--- config.mk ---
export PLATFORM = sky130hd
export DESIGN_NAME = shift_sub_divider
export DESIGN_NICKNAME = d
export VERILOG_FILES = /design/src/rtl/shift_sub_divider.sv
export SDC_FILE = /design/constraint.sdc
export NUM_CORES = 1
export LEC_CHECK = 0
export ABC_AREA = 1
export CORE_MARGIN = 1
export CORE_UTILIZATION = 53
export DETAILED_ROUTE_END_ITERATION = 12
export GPL_ROUTABILITY_DRIVEN = 0
export PLACE_DENSITY = 0.89
export RECOVER_POWER = 25
export SLEW_MARGIN = 10
export SYNTH_ARGS = -nofsm -noshare
export SYNTH_HDL_FRONTEND = slang
export SYNTH_SLANG_ARGS = --single-unit
export TNS_END_PERCENT = 30
--- constraint.sdc ---
create_clock -name Clock -period 3.05 [get_ports Clock]
set_input_delay 0.7625 -clock Clock [delete_from_list [all_inputs] [get_ports Clock]]
set_output_delay 0.7625 -clock Clock [all_outputs]
set_load 0.05 [all_outputs]
--- src/rtl/shift_sub_divider.sv ---
// Sequential restoring (shift-and-subtract) unsigned divider, one quotient bit per clock.
// Shares the Start/Done handshake of the shift-and-add multiplier.
//
// state | meaning
// IDLE  | waiting for Start; last result held on Quotient/Remainder
// WORK  | one shift/subtract iteration per cycle, DVD_W iterations
// DONE  | result presented with Done=1 until Start is low

module shift_sub_divider #(
  parameter int DVD_W = 16,
  parameter int DVS_W = 8
) (
  input  logic             Clock,
  input  logic             Reset,
  input  logic             Start,
  input  logic [DVD_W-1:0] Dividend,
  input  logic [DVS_W-1:0] Divisor,
  output logic [DVD_W-1:0] Quotient,
  output logic [DVS_W-1:0] Remainder,
  output logic             Done,
  output logic             DivByZero
);

  localparam int CNT_W = $clog2(DVD_W + 1);
  localparam logic [CNT_W-1:0] LAST = CNT_W'(DVD_W);

  typedef enum logic [1:0] {
    IDLE = 2'b00,
    WORK = 2'b01,
    DONE = 2'b10
  } state_t;

  state_t           state;
  logic [DVD_W-1:0] dvd_sr;   // dividend shifts out the top, quotient bits shift in the bottom
  logic [DVS_W-1:0] dvs_r;
  logic [DVS_W:0]   prem;
  logic [CNT_W-1:0] count;

  // One extra bit above the partial remainder so the borrow of the trial shows up as its MSB.
  logic [DVS_W+1:0] shifted;
  logic [DVS_W+1:0] trial;
  logic             trial_neg;

  always_comb begin
    shifted   = {prem, dvd_sr[DVD_W-1]};
    trial     = shifted - {2'b00, dvs_r};
    trial_neg = trial[DVS_W+1];
  end

  always_ff @(posedge Clock) begin
    if (Reset) begin
      state     <= IDLE;
      count     <= '0;
      dvd_sr    <= '0;
      dvs_r     <= '0;
      prem      <= '0;
      Quotient  <= '0;
      Remainder <= '0;
      Done      <= 1'b0;
      DivByZero <= 1'b0;
    end else begin
      case (state)
        IDLE: begin
          if (Start) begin
            if (Divisor != '0) begin
              dvd_sr <= Dividend;
              dvs_r  <= Divisor;
              prem   <= '0;
              count  <= '0;
              state  <= WORK;
            end else begin
              Quotient  <= '1;
              Remainder <= '0;
              DivByZero <= 1'b1;
              Done      <= 1'b1;
              state     <= DONE;
            end
          end
        end
        WORK: begin
          if (count == LAST) begin
            Quotient  <= dvd_sr;
            Remainder <= prem[DVS_W-1:0];
            Done      <= 1'b1;
            DivByZero <= 1'b0;
            state     <= DONE;
          end else begin
            prem   <= trial_neg ? shifted[DVS_W:0] : trial[DVS_W:0];
            dvd_sr <= {dvd_sr[DVD_W-2:0], ~trial_neg};
            count  <= count + 1'b1;
          end
        end
        DONE: begin
          if (!Start) begin
            Done      <= 1'b0;
            DivByZero <= 1'b0;
            state     <= IDLE;
          end
        end
        default: begin
          state     <= IDLE;
          count     <= '0;
          Quotient  <= '0;
          Remainder <= '0;
          Done      <= 1'b0;
          DivByZero <= 1'b0;
        end
      endcase
    end
  end

endmodule

==> metrics.txt <==
PortBufs 52; total gr overflow 0; Critical Path AT 2.77 ns; syn_area_per_cell 7.185 sq um; drt first-iter violations 273; Inst Count DP 565; nets 539; Top Family by Delay on Critical Path simple AND/OR/NAND/NOR gates; Clk pin slew, worst setup/hold paths 0.07 ns; Final min period 2.559 ns; area post-placement 3790 sq um; register area share after synthesis 40.51%; Post-DP HPWL 5566 microns; Root Buffer clkbuf_8; Die Ht 80.45 microns; total power 2.482 mW; gr usage total 26.78%; worst-path fanout max 15; clk_skew 0.007087 ns; HP Class reg -> reg; startpoint types input port; DR DRC count 0; Worst Path Buf+Inv 2; vias in the first global route 2958; cell count after synthesis 454; total core area 5921 sq um; hold buffer count at CTS 0; FF-to-FF Start prem[3]; Critical Path Slowest Stage Cell clkdlybuf4s50_1; Final Cell Area 3956 sq um; Req. time, crit path 3.27 ns; Synthesized Nets 492; Slew Viols, Final 0; CP Capture Type flop; Mapped Area 3262 sq um; Via Count 3248; Pre-antenna DRT Iters 5; Num CTS Buffers 9; Worst path max stage delay 0.49 ns; FF-to-FF End prem[6]; share of cells above drive strength 1 5.754%; clk sinks 66; die width 80.45 microns; hold path depth 2; MaxCap Viol Count 0; Clock Path Buffers 2; Starting Density 55.09%; synth unique cells 29; headroom to the max-slew limit 56.96%; first-pass GRT wire length 13320 microns; # diodes 0; r2r setup slk 0.90 ns; Total Neg Setup Slack 0 ns; CP Class in -> reg; Cell Pwr Density 627.4 nW/um^2; Reg2Reg Depth 10; clock latency on the worst-skew pair 0.34 ns; routed len/inst 13.94 microns; Fmax achieved 0.3908 GHz; Final Non-Filler Cells 579; worst slack, placed 0.3744 ns; post-detailed-route count of antenna-violating nets 0; IO Pins 53; Post-CTS Setup Inserts 0; Die ar. 6472 sq um; most common cell after layout, fill and taps aside nand2_1; crit-path cells clkdlybuf4s50_1 -> nor2_1 -> nand2_1 -> nor2_1 -> nor3_1 -> nand2_1 -> clkbuf_1 -> o21ai_0 -> a21oi_1; Min Hold Slack 0.4612 ns; fin crit share 83.90%; Post-Route WL 8069 microns; RSZ-0062 raised after global routing no; worst slew pin tran 0.6455 ns; status finished clean; Worst Hold Path EP Quotient[9]; Hold Fails Final Rpt 0; fin util 66.82%; most frequent cells in the layout nand2_1 (126), dfxtp_1 (66), a21oi_1 (54), o21ai_0 (47), clkdlybuf4s50_1 (40); PnR worst setup slack 0.4912 ns; Leak Pwr 1.632 nW; CTS tree yes; Max IR drop VDD 404.3 uV; hold path start Quotient[9]; final setup fails 0; area grow syn2layout 21.29%; Synth Register Bits 66; # resized after CTS 0; initial antenna violation count 0; number of warning messages in the yosys log 0; Max H-tree Level 3; vias per cell 5.610; pin count of the biggest net entering global routing 45; Rows 28
-- synthesized netlist by cell type (all sizes together) --
master	instances	area, sq um
a211oi	1	7.510
a21oi	54	270.3
a31oi	15	93.84
buf	9	75.06
clkbuf	11	41.29
dfxtp	66	1321
fa	1	20.02
ha	10	125.1
inv	36	137.6
nand2	131	526.8
nand3	25	125.1
nand3b	5	37.54
nand4	4	25.02
nor2	26	112.6
nor3	6	51.30
o21a	1	7.510
o21ai	48	240.2
xnor2	2	17.52
xor2	3	26.28
-- where the power goes --
group          leakage [nW]  switching (mW)  internal (mW)
Sequential            0.541          0.0629          0.946
Combinational          1.00           0.529          0.278
Clock                0.0903           0.315          0.351
-- area by class of cell --
type | count | area, sq um
clock buffers | 12 | 165.2
repair buffers | 56 | 546.8
well taps | 75 | 93.84
multi-input cells | 332 | 1679
flip-flops and latches | 66 | 1321
clock inverters | 2 | 12.51
fillers | 473 | 1964
inverters | 36 | 137.6
-- flip-flops by register name, summed over array words and instances, names as in the netlist --
name and flops:
dvs_r 8, Done 1, state 2, DivByZero 1, count 5, dvd_sr 16, Quotient 16, prem 9
Remainder 8
-- metal layers --
layer	wire (microns)	part of all wire, %	track usage [%]	up-vias
li1	-	-	-	1601
met1	3494	43	33.54	1491
met2	3839	48	43.05	126
met3	519	6.4	7.386	30
met4	215	2.7	11.07	0
met5	0	0	0	-
-- tightest hold or removal path, stage by stage (launching register included) --
cell and delay (ns):
dfxtp_1 0.31, nand2_1 0.06, a21oi_1 0.05
-- kinds of logic after synthesis --
family	count (synthesis)	synth area share [%]
and+or+nand+nor	197	26.93
AOI/OAI and AO/OA	119	18.99
DFF	66	40.51
buffers and inverters	56	7.787
adders and majority gates	11	4.450
xor gates and xnor gates	5	1.343
-- how the worst max path moves through the flow --
stage,start,end,slack [ns],cells past startpoint
after CTS,Divisor[6],Quotient[11],0.70,9
after floorplan,Divisor[6],Quotient[15],1.10,9
final,Divisor[3],dvs_r[3],0.49,9
after global routing,Divisor[0],prem[6],0.29,11
after detailed placement,Divisor[6],Quotient[11],0.37,9
after global placement,Divisor[4],Remainder[0],0.52,9
Note: power is estimated with default switching activity, not from simulation.
